[config.mk]
export PLATFORM = sky130hd
export DESIGN_NAME = mppt_po_controller
export DESIGN_NICKNAME = d
export VERILOG_FILES = /design/src/rtl/mppt_po_controller.sv
export SDC_FILE = /design/constraint.sdc
export NUM_CORES = 1
export LEC_CHECK = 0
export BUFFER_PORTS_ARGS = -buffer_cell sky130_fd_sc_hd__buf_2
export CAP_MARGIN = 20
export CELL_PAD_IN_SITES_DETAIL_PLACEMENT = 1
export CELL_PAD_IN_SITES_GLOBAL_PLACEMENT = 1
export CORE_MARGIN = 4
export CORE_UTILIZATION = 53
export CTS_CLUSTER_SIZE = 16
export DETAILED_ROUTE_END_ITERATION = 16
export GPL_ROUTABILITY_DRIVEN = 1
export GPL_TIMING_DRIVEN = 0
export PLACE_DENSITY = 0.94
export RECOVER_POWER = 25
export SLEW_MARGIN = 20
export SYNTH_ARGS = -nofsm -noshare
export SYNTH_HDL_FRONTEND = slang
export SYNTH_SLANG_ARGS = --single-unit
[constraint.sdc]
create_clock -name clk -period 17.1 [get_ports clk]
set_input_delay 1.71 -clock clk [delete_from_list [all_inputs] [get_ports clk]]
set_output_delay 1.71 -clock clk [all_outputs]
set_load 0.03 [all_outputs]
[src/rtl/mppt_po_controller.sv]
// -----------------------------------------------------------------------------
// mppt_po_controller
//
// Perturb-and-observe maximum power point tracker. Each accepted (v, i) sample
// passes through a fixed four-state sequence:
//   IDLE   : wait for a sample, capture v/i/step/deadband on accept
//   MULT   : P = v * i at full 2*DATA_W width
//   DECIDE : dP = P - P_prev, dV = v - v_prev (signed, one extra bit)
//   UPDATE : pick direction, apply the deadband, step and clamp the duty.
//            Store P_prev/v_prev and pulse duty_valid.
// The first sample after reset only primes P_prev/v_prev.
//
// Optional feature macro: MPPT_ADAPTIVE_STEP_EN
//   When defined, the step doubles (saturating at 2^STEP_W-1) whenever
//   |dP| > deadband*8. When undefined, no adaptive hardware is built.
//
// Ports
//   clk          system clock, rising edge
//   rst_n        asynchronous active-low reset
//   enable       gates acceptance of new samples
//   sample_valid v_in/i_in are valid
//   sample_ready block can take a sample (IDLE && enable)
//   v_in, i_in   unsigned voltage / current samples (DATA_W)
//   step_size    unsigned duty perturbation step (STEP_W)
//   deadband     unsigned |dP| hold threshold (2*DATA_W)
//   duty_out     current duty command (DUTY_W)
//   duty_valid   one-cycle pulse on each duty update
//   at_limit     last update was clamped
//   dir_up       direction of the last nonzero perturbation
// -----------------------------------------------------------------------------
module mppt_po_controller #(
  parameter int DATA_W    = 16,
  parameter int DUTY_W    = 8,
  parameter int STEP_W    = 4,
  parameter int DUTY_MIN  = 8,
  parameter int DUTY_MAX  = 247,
  parameter int DUTY_INIT = 128
) (
  input  logic                  clk,
  input  logic                  rst_n,
  input  logic                  enable,
  input  logic                  sample_valid,
  output logic                  sample_ready,
  input  logic [DATA_W-1:0]     v_in,
  input  logic [DATA_W-1:0]     i_in,
  input  logic [STEP_W-1:0]     step_size,
  input  logic [2*DATA_W-1:0]   deadband,
  output logic [DUTY_W-1:0]     duty_out,
  output logic                  duty_valid,
  output logic                  at_limit,
  output logic                  dir_up
);

  localparam int PW = 2 * DATA_W;   // power width
  localparam int DW = PW + 1;       // signed power-difference width
  localparam int SW = DUTY_W + 2;   // signed duty arithmetic width

  localparam logic signed [SW-1:0] DUTY_MAX_S = SW'(DUTY_MAX);
  localparam logic signed [SW-1:0] DUTY_MIN_S = SW'(DUTY_MIN);

  typedef enum logic [1:0] {
    IDLE   = 2'd0,
    MULT   = 2'd1,
    DECIDE = 2'd2,
    UPDATE = 2'd3
  } state_t;

  state_t state_reg, state_next;

  // Captured sample and pipeline registers
  logic [DATA_W-1:0]        v_reg, i_reg, v_prev_reg;
  logic [STEP_W-1:0]        step_reg;
  logic [PW-1:0]            deadband_reg;
  logic [PW-1:0]            p_reg, p_prev_reg;
  logic signed [DW-1:0]     dp_reg;
  logic signed [DATA_W:0]   dv_reg;
  logic                     primed_reg;

  // Output registers
  logic [DUTY_W-1:0]        duty_reg;
  logic                     duty_valid_reg;
  logic                     at_limit_reg;
  logic                     dir_up_reg;

  logic accept;

  assign sample_ready = (state_reg == IDLE) && enable;
  assign accept       = sample_valid && sample_ready;

  assign duty_out   = duty_reg;
  assign duty_valid = duty_valid_reg;
  assign at_limit   = at_limit_reg;
  assign dir_up     = dir_up_reg;

  // ---------------------------------------------------------------------------
  // FSM
  // ---------------------------------------------------------------------------
  always_ff @(posedge clk or negedge rst_n) begin
    if (!rst_n) begin
      state_reg <= IDLE;
    end else begin
      state_reg <= state_next;
    end
  end

  always_comb begin
    state_next = state_reg;
    unique case (state_reg)
      IDLE:    if (accept) state_next = MULT;
      MULT:    state_next = DECIDE;
      DECIDE:  state_next = UPDATE;
      UPDATE:  state_next = IDLE;
      default: state_next = IDLE;
    endcase
  end

  // ---------------------------------------------------------------------------
  // UPDATE-stage combinational decision
  // ---------------------------------------------------------------------------
  logic [DW-1:0]          abs_dp;
  logic                   hold;
  logic                   dp_pos, dp_neg, dv_pos;
  logic                   go_up;
  logic [STEP_W-1:0]      step_eff;
  logic signed [SW-1:0]   duty_ext, step_ext, sum;
  logic [DUTY_W-1:0]      duty_clamped;
  logic                   clamp_hit;
  logic                   moving;

`ifdef MPPT_ADAPTIVE_STEP_EN
  logic                   big_change;
  logic [STEP_W:0]        step_doubled;
`endif

  always_comb begin
    abs_dp = dp_reg[DW-1] ? DW'(-dp_reg) : DW'(dp_reg);
    hold   = (abs_dp <= {1'b0, deadband_reg});

    dp_pos = !dp_reg[DW-1] && (|dp_reg);
    dp_neg = dp_reg[DW-1];
    dv_pos = !dv_reg[DATA_W] && (|dv_reg);
    // dV == 0 counts as "not greater", so a power drop at constant voltage
    // moves the duty up.
    go_up  = (dp_pos && dv_pos) || (dp_neg && !dv_pos);

`ifdef MPPT_ADAPTIVE_STEP_EN
    big_change   = ({2'b00, abs_dp} > {deadband_reg, 3'b000});
    step_doubled = {step_reg, 1'b0};
    if (big_change) begin
      step_eff = (step_doubled > {1'b0, {STEP_W{1'b1}}}) ? {STEP_W{1'b1}}
                                                          : step_doubled[STEP_W-1:0];
    end else begin
      step_eff = step_reg;
    end
`else
    step_eff = step_reg;
`endif

    moving   = !hold && (step_eff != '0);

    // Two extra bits let the sum overshoot either rail without wrapping.
    duty_ext = $signed({2'b00, duty_reg});
    step_ext = $signed(SW'(step_eff));
    sum      = go_up ? (duty_ext + step_ext) : (duty_ext - step_ext);

    duty_clamped = sum[DUTY_W-1:0];
    clamp_hit    = 1'b0;
    if (sum > DUTY_MAX_S) begin
      duty_clamped = DUTY_W'(DUTY_MAX);
      clamp_hit    = 1'b1;
    end else if (sum < DUTY_MIN_S) begin
      duty_clamped = DUTY_W'(DUTY_MIN);
      clamp_hit    = 1'b1;
    end
  end

  // ---------------------------------------------------------------------------
  // Datapath and output registers
  // ---------------------------------------------------------------------------
  always_ff @(posedge clk or negedge rst_n) begin
    if (!rst_n) begin
      v_reg          <= '0;
      i_reg          <= '0;
      step_reg       <= '0;
      deadband_reg   <= '0;
      p_reg          <= '0;
      dp_reg         <= '0;
      dv_reg         <= '0;
      p_prev_reg     <= '0;
      v_prev_reg     <= '0;
      primed_reg     <= 1'b0;
      duty_reg       <= DUTY_W'(DUTY_INIT);
      duty_valid_reg <= 1'b0;
      at_limit_reg   <= 1'b0;
      dir_up_reg     <= 1'b1;
    end else begin
      duty_valid_reg <= 1'b0;

      if (accept) begin
        v_reg        <= v_in;
        i_reg        <= i_in;
        step_reg     <= step_size;
        deadband_reg <= deadband;
      end

      if (state_reg == MULT) begin
        p_reg <= PW'(v_reg) * PW'(i_reg);
      end

      if (state_reg == DECIDE) begin
        dp_reg <= $signed({1'b0, p_reg}) - $signed({1'b0, p_prev_reg});
        dv_reg <= $signed({1'b0, v_reg}) - $signed({1'b0, v_prev_reg});
      end

      if (state_reg == UPDATE) begin
        p_prev_reg <= p_reg;
        v_prev_reg <= v_reg;
        primed_reg <= 1'b1;
        // The priming sample has no valid history to compare against.
        if (primed_reg) begin
          duty_valid_reg <= 1'b1;
          if (moving) begin
            duty_reg     <= duty_clamped;
            at_limit_reg <= clamp_hit;
            dir_up_reg   <= go_up;
          end else begin
            at_limit_reg <= 1'b0;
          end
        end
      end
    end
  end

endmodule
==> impl_results.md <==
- Status: finished, violations left
- Failing checks: max-capacitance violations, max-slew violations
- Seq/Total Area, Yosys: 25.79%
- Wire per inst: 23.73 um
- H-tree depth: 1
- Chip Height: 205.1 um
- Met1 usage: 36.82%
- Initial Util: 54.13%
- Initial antenna violation count: 3
- CP Max Fanout: 10
- Clk sinks: 212
- CTS max path bufs: 3
- Worst slew pin tran: 3607 ps
- Cell Chain, Critical Path: clkbuf_1, clkbuf_1, nand2_1, fa_1, fa_1, fa_1, fa_1, inv_1, fa_1, fa_1, ha_1, and3_1, and3_1, a32oi_1, a311oi_1, o311ai_0, o21ai_0, o31ai_1, xnor2_1, mux2_2
- Critical path class: flip-flop to flip-flop
- Root buffer cell: clkbuf_16
- Total CTS buffers: 26
- PortBufs: 83
- CP Capture Type: flip-flop
- Fin Setup TNS: 0 ps
- Number of distinct library cells after synthesis: 85
- Slew HR: -140.5%
- Drt first pass iters: 5
- CTS tree: yes
- Worst-skew pair later-pin latency: 570 ps
- Worst hold path class: flip-flop to flip-flop
- RSZ-0062 raised after global routing: no
- IO Count: 84
- Startpoint types: flip-flop
- Post-synthesis simple-gate area fraction: 13.81%
- Fin crit share: 47.77%
- Number of max-cap violations: 2
- Synth warn: 0
- Max reg flops: 33
- Fin crit period: 8169 ps
- P&R area growth vs syn: 9.326%
- Vias in the first global route: 19300
- Syn_nets: 2612
- Nets: 2725
- Core ar.: 38020 um2
- CP max stage delay: 640 ps
- Gr busiest metal: met2
- Via count: 16600
- Hpwl dp: 51.16 mm
- Commonest non-fill, non-tap cells in the layout: 334 x inv_1, 254 x nand2_1, 210 x dfrtp_1
- Synth Cell Area: 20580 um2
- Antenna viol nets, final: 0
- Slew Viols, Final: 124
- Worst path most repeated cell: fa_1
- Hold_buf cts: 0
- Die width: 205.1 um
- DRC errors left: 0
- Final GP Congestion: 0.9639
- Avg Synthesized Cell Area: 9.599 um2
- Setup Viol. Count Final: 0
- Critical path arrival: 8630 ps
- Via/cell ratio: 5.955
- Aggregate routed wire length: 66.17 mm
- Die ar.: 42050 um2
- CTS clk-pin slew, worst paths: 60 ps
- Post-synthesis mux area share: 7.302%
- CP delay by family, top: adder cells
- Met3 Use GR: 4.765%
- Global-route wire length before repair: 105.7 mm
- Fin. Hold Viols: 0
- Fin util: 59.17%
- Postcts setup bufs: 0
- Fraction of layout cells with a size suffix above 1: 12.69%
- Buf/Inv on CP: 3
- Inserted Diodes: 0
- Adder-cell share of the synthesized area: 31.30%
- Compound-Gate Fraction of Synth Area: 10.28%
- Leading cell type in the layout, fill and taps excluded: inv_1
- CP Data Required Time: 17560 ps
- Main flop type after synthesis: dfrtp_1
- CTS resizes: 0
- Cells after Synth: 2144
- Post-synth EDFFs: 0
- Synth async-reset ratio: 100.0%
- Row count: 71
- DRT iter0 DRCs: 1153
- Main combinational cell family by area after synthesis: adder cells
- Post-synthesis xor/xnor area fraction: 3.909%
- Clk_skew: 11.06 ps
- Congestion Overflow GR: 0
- Largest net degree at the start of global routing: 92
- CP max stage cell: clkbuf_1
- Register bit total from synthesis: 212
- Fmax achieved: 122.4 MHz
- GR Util All Layers: 32.02%
- Met2 GRT Util: 57.93%
## cell usage after synthesis, drive strengths merged, types with 55 or more instances
library cell  instances  area [um2]
o21ai                97       489.2
xnor2                78       683.2
and2                124       775.7
a21oi                70       350.3
fa                  198        3964
clkbuf               58       221.5
dfrtp               210        5255
mux2                129        1453
ha                  198        2477
nor2                 55       206.5
nand2               255       959.7
inv                 334        1254
## area by class of cell
type / instances / area [um2]
fill: 4388 / 15520
multi-input combinational: 1521 / 13710
inverter: 334 / 1254
clock inverter: 11 / 82.58
clock buffer: 37 / 752.0
tap: 511 / 639.4
sequential: 212 / 5308
timing repair buffer: 85 / 445.4
buffer: 77 / 311.5
## through the flow
stage                     instances  hold slack (ps)  worst slack, ps  area (um2)
after global routing           2788            521.0             8651       22500
after detailed placement       2740            476.8             9100       21700
after floorplan                2144            437.2            10610       20580
final                          2788            492.3             8931       22500
after global placement         2738            452.6             9318       21630
after CTS                      2788            495.2             9086       22530
## routing by layer
layer | up-vias | wire length, um
li1 | 7282 | -
met1 | 8529 | 24900
met2 | 563 | 33950
met3 | 224 | 3493
met4 | 4 | 3802
met5 | - | 27
## kinds of logic after synthesis
kind of cell,after synthesis
flops,212
fa+ha+maj,396
simple gates,579
mux,134
xor+xnor,91
buf+inv,411
compound gates,321
## path summary, 6_finish.rpt
check / slack (ps) / cells after the start / to / startpoint
max reg2reg: 8930 / 20 / p_reg[31] / v_reg[12]
min reg2reg: 490 / 1 / primed_reg / primed_reg
min in group asynchronous: 2370 / 1 / deadband_reg[14] / rst_n
max: 8930 / 20 / p_reg[31] / v_reg[12]
max in group asynchronous: 10240 / 2 / p_reg[18] / rst_n
min: 490 / 1 / primed_reg / primed_reg
## worst register-to-register path, delay by kind of cell, from the launching register on
kind,cells,cell delay [ps]
xor gates and xnor gates,1,130
muxes,1,280
AOI/OAI and AO/OA,5,1740
buffers and inverters,3,1360
DFF,1,380
and+or+nand+nor,3,670
adders and majority gates,7,3490
Power is not shown: default switching activity piles up to over one toggle a cycle in this logic, so the estimate is an artifact.
